$ cat src/rtl/pwm_pkg.sv
// Shared PWM constants and types (generator and duty meter).
// Latency: n/a (package only).
// Backpressure: n/a.
package pwm_pkg;

  localparam int DUTY_STEPS = 10;  // duty resolution: 10% steps, 0..10
  localparam int DUTY_W     = 4;   // bits needed to hold 0..DUTY_STEPS
  localparam int DIV_ITERS  = 4;   // restoring-divider iterations (one quotient bit each)

  typedef enum logic {
    SEEK,
    MEAS
  } pwm_state_t;

endpackage

$ cat src/rtl/pwm_in_sync.sv
// Synchronizes an asynchronous PWM line and flags its rising edge.
// Latency: SYNC_STAGES cycles to o_pwm_s; o_rise is combinational on the synced line.
// Backpressure: none, free-running.
//
// Ports:
//   clk, rst_n : clock, asynchronous active-low reset
//   i_pwm      : raw asynchronous PWM line
//   o_pwm_s    : synchronized line
//   o_rise     : high for one cycle, the cycle after o_pwm_s goes 0->1
module pwm_in_sync #(
  parameter int SYNC_STAGES = 2
) (
  input  logic clk,
  input  logic rst_n,
  input  logic i_pwm,
  output logic o_pwm_s,
  output logic o_rise
);

  logic [SYNC_STAGES-1:0] r_sync;
  logic                   r_pwm_d;

  always_ff @(posedge clk or negedge rst_n) begin
    if (!rst_n) begin
      r_sync  <= '0;
      r_pwm_d <= 1'b0;
    end else begin
      r_sync  <= {r_sync[SYNC_STAGES-2:0], i_pwm};
      r_pwm_d <= r_sync[SYNC_STAGES-1];
    end
  end

  assign o_pwm_s = r_sync[SYNC_STAGES-1];
  assign o_rise  = o_pwm_s & ~r_pwm_d;

endmodule

$ cat src/rtl/pwm_duty_meter.sv
// Measures period, high time and 10%-step duty of an incoming PWM line.
// Latency: rising edge detect -> meas_valid = 5 cycles (4-step divider).
// Backpressure: none; a period ending while the divider is busy is dropped and flagged on overrun.
//
// Ports:
//   clk, rst_n  : clock, asynchronous active-low reset
//   pwm_in      : PWM line, asynchronous to clk
//   period_out  : last period, clk cycles rise-to-rise (0 on a stuck report)
//   high_out    : last high time, clk cycles (0 on a stuck report)
//   duty_out    : round(high*10/period), 0..10
//   meas_valid  : 1-cycle strobe, outputs above updated
//   stuck       : level, no rising edge within TIMEOUT cycles
//   overrun     : 1-cycle strobe, sample dropped because the divider was busy
module pwm_duty_meter
  import pwm_pkg::*;
#(
  parameter int CNT_W       = 16,
  parameter int TIMEOUT     = 1000,
  parameter int SYNC_STAGES = 2
) (
  input  logic              clk,
  input  logic              rst_n,
  input  logic              pwm_in,
  output logic [CNT_W-1:0]  period_out,
  output logic [CNT_W-1:0]  high_out,
  output logic [DUTY_W-1:0] duty_out,
  output logic              meas_valid,
  output logic              stuck,
  output logic              overrun
);

  localparam int NUM_W = CNT_W + 4;
  localparam logic [CNT_W-1:0]  TMO_CNT  = CNT_W'(TIMEOUT);
  localparam logic [DUTY_W-1:0] DUTY_MAX = DUTY_W'(DUTY_STEPS);
  localparam logic [1:0]        LAST_IT  = 2'(DIV_ITERS - 1);

  logic w_pwm_s;
  logic w_rise;

  pwm_in_sync #(.SYNC_STAGES(SYNC_STAGES)) u_sync (
    .clk     (clk),
    .rst_n   (rst_n),
    .i_pwm   (pwm_in),
    .o_pwm_s (w_pwm_s),
    .o_rise  (w_rise)
  );

  pwm_state_t        r_state;
  logic [CNT_W-1:0]  r_period_cnt;
  logic [CNT_W-1:0]  r_high_cnt;
  logic              r_busy;
  logic [1:0]        r_iter;
  logic [NUM_W-1:0]  r_rem;
  logic [CNT_W-1:0]  r_div;       // snapshot period, also the divisor
  logic [CNT_W-1:0]  r_snap_high;
  logic [DUTY_W-1:0] r_quo;

  logic              w_tmo;
  logic [NUM_W-1:0]  w_num;
  logic [1:0]        w_sh;
  logic [NUM_W-1:0]  w_sub;
  logic              w_ge;
  logic [NUM_W-1:0]  w_rem_nxt;
  logic [DUTY_W-1:0] w_quo_nxt;
  logic [DUTY_W-1:0] w_duty;

  // Counters saturate here; also the stuck threshold.
  assign w_tmo = (r_period_cnt == TMO_CNT);

  // Adding period/2 before the divide turns truncation into round-half-up.
  assign w_num = ({4'b0, r_period_cnt} >> 1)
               + ({4'b0, r_high_cnt} * NUM_W'(DUTY_STEPS));

  // MSB-first restoring division. high <= period keeps N < 16*period,
  // so four quotient bits always suffice.
  assign w_sh      = LAST_IT - r_iter;
  assign w_sub     = {4'b0, r_div} << w_sh;
  assign w_ge      = (r_rem >= w_sub);
  assign w_rem_nxt = w_ge ? (r_rem - w_sub) : r_rem;

  always_comb begin
    w_quo_nxt       = r_quo;
    w_quo_nxt[w_sh] = w_ge;
  end

  assign w_duty = (w_quo_nxt > DUTY_MAX) ? DUTY_MAX : w_quo_nxt;

  always_ff @(posedge clk or negedge rst_n) begin
    if (!rst_n) begin
      r_state      <= SEEK;
      r_period_cnt <= '0;
      r_high_cnt   <= '0;
      r_busy       <= 1'b0;
      r_iter       <= '0;
      r_rem        <= '0;
      r_div        <= '0;
      r_snap_high  <= '0;
      r_quo        <= '0;
      period_out   <= '0;
      high_out     <= '0;
      duty_out     <= '0;
      meas_valid   <= 1'b0;
      stuck        <= 1'b0;
      overrun      <= 1'b0;
    end else begin
      meas_valid <= 1'b0;
      overrun    <= 1'b0;

      // The rise cycle is cycle 1 of the new period, and pwm_s is high in it.
      if (w_rise) begin
        r_period_cnt <= CNT_W'(1);
        r_high_cnt   <= CNT_W'(1);
      end else if (!w_tmo) begin
        r_period_cnt <= r_period_cnt + CNT_W'(1);
        if (w_pwm_s) r_high_cnt <= r_high_cnt + CNT_W'(1);
      end

      // Divider runs beside the counters; the result loads with the strobe.
      if (r_busy) begin
        r_rem  <= w_rem_nxt;
        r_quo  <= w_quo_nxt;
        r_iter <= r_iter + 2'd1;
        if (r_iter == LAST_IT) begin
          r_busy     <= 1'b0;
          meas_valid <= 1'b1;
          period_out <= r_div;
          high_out   <= r_snap_high;
          duty_out   <= w_duty;
        end
      end

      case (r_state)
        SEEK: begin
          // Partial first period yields no result; just arm on the first rise.
          if (w_rise) begin
            r_state <= MEAS;
            stuck   <= 1'b0;
          end else if (w_tmo && !stuck) begin
            stuck      <= 1'b1;
            meas_valid <= 1'b1;
            period_out <= '0;
            high_out   <= '0;
            duty_out   <= w_pwm_s ? DUTY_MAX : '0;
          end
        end
        MEAS: begin
          if (w_rise) begin
            if (r_busy) begin
              overrun <= 1'b1;
            end else begin
              r_busy      <= 1'b1;
              r_iter      <= '0;
              r_quo       <= '0;
              r_rem       <= w_num;
              r_div       <= r_period_cnt;
              r_snap_high <= r_high_cnt;
            end
          end else if (w_tmo) begin
            // Line idles at 0% or 100%: report its level as the duty.
            r_state    <= SEEK;
            stuck      <= 1'b1;
            meas_valid <= 1'b1;
            period_out <= '0;
            high_out   <= '0;
            duty_out   <= w_pwm_s ? DUTY_MAX : '0;
          end
        end
        default: r_state <= SEEK;
      endcase
    end
  end

endmodule

$ cat config.mk
export PLATFORM = sky130hd
export DESIGN_NAME = pwm_duty_meter
export DESIGN_NICKNAME = d
export VERILOG_FILES = /design/src/rtl/pwm_pkg.sv /design/src/rtl/pwm_in_sync.sv /design/src/rtl/pwm_duty_meter.sv
export SDC_FILE = /design/constraint.sdc
export NUM_CORES = 1
export LEC_CHECK = 0
export CORE_MARGIN = 2
export CORE_UTILIZATION = 32
export DETAILED_ROUTE_END_ITERATION = 12
export SLEW_MARGIN = 20
export SYNTH_ARGS = -nofsm -noshare
export SYNTH_HDL_FRONTEND = slang
export SYNTH_HIERARCHICAL = 1
export SYNTH_SLANG_ARGS = --single-unit
export TNS_END_PERCENT = 5
$ cat constraint.sdc
create_clock -name clk -period 5.4 [get_ports clk]
set_input_delay 1.62 -clock clk [delete_from_list [all_inputs] [get_ports clk]]
set_output_delay 1.62 -clock clk [all_outputs]
set_load 0.1 [all_outputs]
### After elaboration in Yosys (flattened, before gate mapping)

Index checks and enable logic that the tools add are counted.

| word-level totals | value |
|---|---|
| output and inout bits | 39 |
| bits of input ports | 3 |
| register bits | 134 |
| word-level logic and storage cells | 114 |

| cells by class | value |
|---|---|
| equality and inequality tests | 6 |
| add/subtract/negate cells | 6 |
| shifts and indexed selects | 1 |
| mux-type cells | 68 |
| bitwise gates (word level) | 4 |
| reduce and logical (&&, ||, !) cells | 7 |
| multiply operators | 1 |
| magnitude comparators | 4 |

Operators by type and width:

| operator | count |
|---|---|
| two-way mux 16 bit | 17 |
| two-way mux 20 bit | 5 |
| one-hot mux 16 bit (2 select lines) | 2 |
| two-way mux 4 bit | 12 |
| adder 16 x 1 -> 16 bit (second input constant) | 2 |
| two-way mux 1 bit | 22 |
| adder 15 x 20 -> 20 bit | 1 |
| >= comparator 20 bit | 1 |
| << shifter 16 x 2 -> 20 bit | 1 |
| subtractor 20 bit | 1 |
| multiplier 16 x 3 -> 19 bit (second input constant) | 1 |
| == test 16 x 10 -> 1 bit (second input constant) | 1 |
| two-way mux 2 bit | 4 |
| one-hot mux 4 bit (2 select lines) | 1 |
| one-hot mux 1 bit (2 select lines) | 3 |
| AND reduction 3 bit | 2 |
| bitwise mux 4 bit | 1 |
| greater-than comparator 4 bit (second input constant) | 1 |
| != test 2 x 1 -> 1 bit (second input constant) | 2 |
| less-than comparator 2 x 3 -> 1 bit (second input constant) | 1 |
| != test 3 x 2 -> 1 bit (second input constant) | 1 |
| inverter 1 bit | 3 |
| adder 2 x 1 -> 2 bit (second input constant) | 1 |
| demux 1 bit (select 2 bit) | 1 |
| 9 further kinds | 10 |

### Depth between registers and ports, before layout

| logic depth | value |
|---|---|
| depth after elaboration | 13 |
| gate-level depth with buffers | 17 |
| depth with buffers taken out | 17 |

### Hierarchy

The synthesis kept the hierarchy.

By module, submodules not included:

| module | area an instance (µm²) | cells an instance | instances | sequential area each (µm²) |
|---|---|---|---|---|
| pwm_duty_meter | 8459.4 | 981 | 1 | 3253.1 |
| pwm_in_sync | 88.8 | 4 | 1 | 75.1 |

### Least setup slack after synthesis

No wires, ideal clock.

| timing path | value |
|---|---|
| path kind | register to register |
| from | register r_high_cnt[2] |
| to | register r_rem[18] |
| slack | 1.468 ns |
| cell stages (with the launch flop) | 18 |
| arrival | 3.838 ns |
| library setup time | 0.094 ns |
| buffers on the path | 0 |
| clock period less this slack | 3.932 ns |
| cell sequence | dfrtp_1 > ha_1 > ha_1 > a211oi_1 > o21ai_0 > a21oi_1 > nor2b_1 > o21ai_0 > nor2b_1 > xnor2_1 > ha_1 > nand2_1 > or2_2 > o2111ai_1 > a21oi_1 > or2_2 > o311a_1 > a211oi_1 |

| on the way | value |
|---|---|
| longest elaborated chain between the ends | 5 |

Ends and longest elaborated chain:

| element | RTL line | source |
|---|---|---|
| start, declared | pwm_duty_meter.sv:50 | `logic [CNT_W-1:0] r_high_cnt;` |
| start signal, assigned | pwm_duty_meter.sv:115 | `if (w_pwm_s) r_high_cnt <= r_high_cnt + CNT_W'(1);` |
| multiplier 16 x 3 -> 19 bit | pwm_duty_meter.sv:72 | `+ ({4'b0, r_high_cnt} * NUM_W'(DUTY_STEPS));` |
| adder 15 x 20 -> 20 bit | pwm_duty_meter.sv:72 |  |
| two-way mux 20 bit | pwm_duty_meter.sv:148 | `if (r_busy) begin` |
| two-way mux 20 bit | pwm_duty_meter.sv:147 | `if (w_rise) begin` |
| two-way mux 20 bit | pwm_duty_meter.sv:132 | `case (r_state)` |
| end signal, assigned | pwm_duty_meter.sv:120 | `r_rem <= w_rem_nxt;` |
| end signal, assigned | pwm_duty_meter.sv:154 | `r_rem <= w_num;` |
| end, declared | pwm_duty_meter.sv:53 | `logic [NUM_W-1:0] r_rem;` |

Every way passes these cells.
A chain may end at the register's enable or synchronous reset.

### Final worst setup path

| timing path | value |
|---|---|
| from | register r_high_cnt[4] |
| to | register r_rem[18] |

Same word-level chain as after synthesis.

==> impl_metrics.ini <==
[sta]
report.final.hold_viol_count = 0
finalMaxSlewViolations = 0
fmax_ghz = 0.232
finalSetupViolCount = 0
slew_headroom = 0.302
rsz0062_at_grt = false
fin_skew_ns = 0.0115
setup-tns-final_ns = 0
period_share = 0.798
worst_pin_slew_ns = 1.05
layout_setup_ws_ns = 1.09
finalCriticalPeriod_ns = 4.31
whs_ns = 0.354

[final_layout]
diodes = 0
fin_area_um2 = 9930
final_layout_size_suffix_gt1_frac = 0.0689
fin_nets = 1092
syn2layout_area_growth_pct = 16.1

[synth]
yosys-mux-area-fraction = 0.0369
synth_xor_area_frac = 0.0584
synth_simple_gate_area_frac = 0.206
yosys_warnings = 6
synthAdderAreaFrac = 0.108
ys_seq_area_frac = 0.389
ys.flop_type = dfrtp_1
synthCells = 985
synth_top_family_by_area = simple AND/OR/NAND/NOR gates
async_flop_share = 1.00
ys_types = 68
synth_edf_count = 0
avgSynthCellArea_um2 = 8.68
ys_ff_latch = 133
synth-compound-area-share = 0.166
synth_nets = 1060
synth_area_um2 = 8550

[critical_path]
critPathTopFamily = compound AO/OA/AOI/OAI gates
start_kind = flip-flop
end_kind = flip-flop
critPathKind = flip-flop to flip-flop
slowest_delay_ns = 0.46
cp_max_fo = 6
path_cells = ha_1, ha_1, a211oi_1, o21ai_0, a21oi_1, nor2b_1, o21ai_0, nor2b_1, xnor2_1, ha_1, nand2_1, or2_2, o2111ai_1, a21oi_1, or2_2, o311a_1, a211oi_1
crit_path_top_delay_cell = dfrtp_1
cp_num_buf_inv = 0
crit_path_frequent_cell = ha_1
cp_data_required_time_ns = 5.73
arrival_ns = 4.64

[clock_tree]
htreeDepth = 4
clk_latency_ns = 0.42
cts_tree = built
ctsHoldBuffers = 0
clock_path_buffers = 2
cts_resized = 0
cts_setup_buffers = 0
cts_num_sinks = 133
clk_pin_slew_ns = 0.06
cts-root-buf = clkbuf_16
numCtsBuffers = 17

[run_status]
outcome = finished with violations
violations = DRC

[power_and_ir_drop]
power.density_nw_per_um2 = 518
p_leak_nw = 4.57
ir_worst_vdd_mv = 0.219

[place]
place_ws_ns = 1.10
dp_hpwl_um = 15600
routabilityCongestion = 0.858
port_buffers = 41
place_area_um2 = 9300

[routing]
drcViolationCount = 3
drt_first_pass_iters = 9
postRouteAntennaNets = 0
drt_iter0_drc = 452
num_vias = 7013
avgViaCountPerCell = 5.14
drt-total-wl_um = 21500
wl_per_cell_um = 15.7

[floorplanning]
die_h_um = 167
die-area_um2 = 28000
start_util = 0.327
io_pins = 42
die_w_um = 167
rows = 59
coreArea_um2 = 26100

[run]
cap_violations = 0

[grt]
grt_pass1_vias = 6797
antenna_found_initial = 0
gr-total-overflow = 0
track_usage = 0.157
grt_pass1_wl_um = 35600
grt_max_degree = 51

[hold_path]
hold_path.class = flip-flop to flip-flop
## per-stage QoR
step	util	total power, mW	std cells
2_1_floorplan	-	3.35	985
6_report	0.380	5.15	1365
5_1_grt	0.380	5.52	1365
4_1_cts	0.380	5.16	1365
3_3_place_gp	0.356	3.86	1333
3_5_place_dp	0.356	3.89	1333
## path summary, 6_finish.rpt
path / cells past startpoint / slack [ns] / start / endpoint
worst min register to register: 0 / 0.35 / u_sync/r_sync[0] / u_sync/r_sync[1]
worst max-delay path: 17 / 1.09 / r_high_cnt[4] / r_rem[18]
max in group asynchronous: 2 / 3.23 / rst_n / r_high_cnt[3]
worst max register to register: 17 / 1.09 / r_high_cnt[4] / r_rem[18]
worst min-delay path: 0 / 0.35 / u_sync/r_sync[0] / u_sync/r_sync[1]
min in group asynchronous: 1 / 1.14 / rst_n / r_rem[12]
## area by class of cell
type                       count  area [um2]
multi-input combinational    777        4930
tap                          335         419
clock inverter                13         171
timing repair buffer          52         494
inverter                      36         135
clock buffer                  19         453
sequential                   133        3330
fill                        2656       16200
## cells in the mapped netlist, types with 10 or more instances
master,count,share of area
nand2_1,203,0.089
inv_1,36,0.016
nand4_1,11,0.0081
ha_1,69,0.10
xor2_1,27,0.028
nand3_1,21,0.012
xnor2_1,30,0.031
dfrtp_1,133,0.39
nor2_1,77,0.034
o21ai_0,51,0.030
nor3_1,15,0.0088
a211oi_1,16,0.014
a21o_1,17,0.015
a21oi_1,92,0.054
clkbuf_1,31,0.014
nor2b_1,14,0.010
or3_1,10,0.0073
mux2i_1,18,0.021
## flip-flops by register name, indices dropped and copies added, names as in the netlist, 4 cells and up
signal / flops
duty_out: 4
high_out: 16
period_out: 16
r_div: 16
r_high_cnt: 16
r_period_cnt: 16
r_rem: 20
r_snap_high: 16
## report_power, final
part           leakage [nW]  switching [mW]  internal (mW)
combinational          2.51            1.56          0.959
clock                 0.306           0.479          0.759
sequential             1.76           0.196           1.20
total                  4.57            2.23           2.91
## placed cells by master, fill, tap and decap left out, types with 4 or more instances in the layout
cell / count
nor4_1: 4
and3_1: 5
o21bai_1: 5
nand2b_1: 9
mux4_2: 4
nand2_1: 203
clkbuf_16: 17
and4_1: 4
nand3_1: 20
xor2_1: 27
buf_4: 11
a21oi_1: 92
o21a_1: 5
mux2i_1: 18
a211oi_1: 16
nand4_1: 11
or3_1: 10
clkdlybuf4s50_1: 40
xnor2_1: 30
nor2_1: 76
a21o_1: 17
mux2_2: 4
nor3_1: 14
ha_1: 69
inv_1: 36
dfrtp_1: 133
o21ai_0: 51
a31oi_1: 5
nor2b_1: 14
o211ai_1: 8
## cells by family (layout without fill, tap and decap cells)
family                   Yosys count  in the layout
adder cells (fa/ha/maj)           72             72
flip-flops                       133            133
XOR/XNOR                          57             57
AO/OA/AOI/OAI                    231            231
buffers and inverters             75            120
AND/OR/NAND/NOR                  391            391
multiplexers                      26             26
## worst reg2reg max path: stages, from the launching register on
cell	delay [ns]
dfrtp_1	0.46
ha_1	0.36
ha_1	0.33
a211oi_1	0.29
o21ai_0	0.17
a21oi_1	0.23
nor2b_1	0.07
o21ai_0	0.14
nor2b_1	0.17
xnor2_1	0.08
ha_1	0.35
nand2_1	0.08
or2_2	0.27
o2111ai_1	0.25
a21oi_1	0.11
or2_2	0.33
o311a_1	0.36
a211oi_1	0.19
## routing by layer
metal / global-route usage / routed length (um) / vias up
met3: 0.0272 / 960 / 22
met2: 0.248 / 9730 / 145
li1: - / - / 3501
met4: 0.0378 / 279 / 0
met5: 0 / 0 / -
met1: 0.224 / 10500 / 3345
Note: power is estimated with default switching activity, not from simulation.
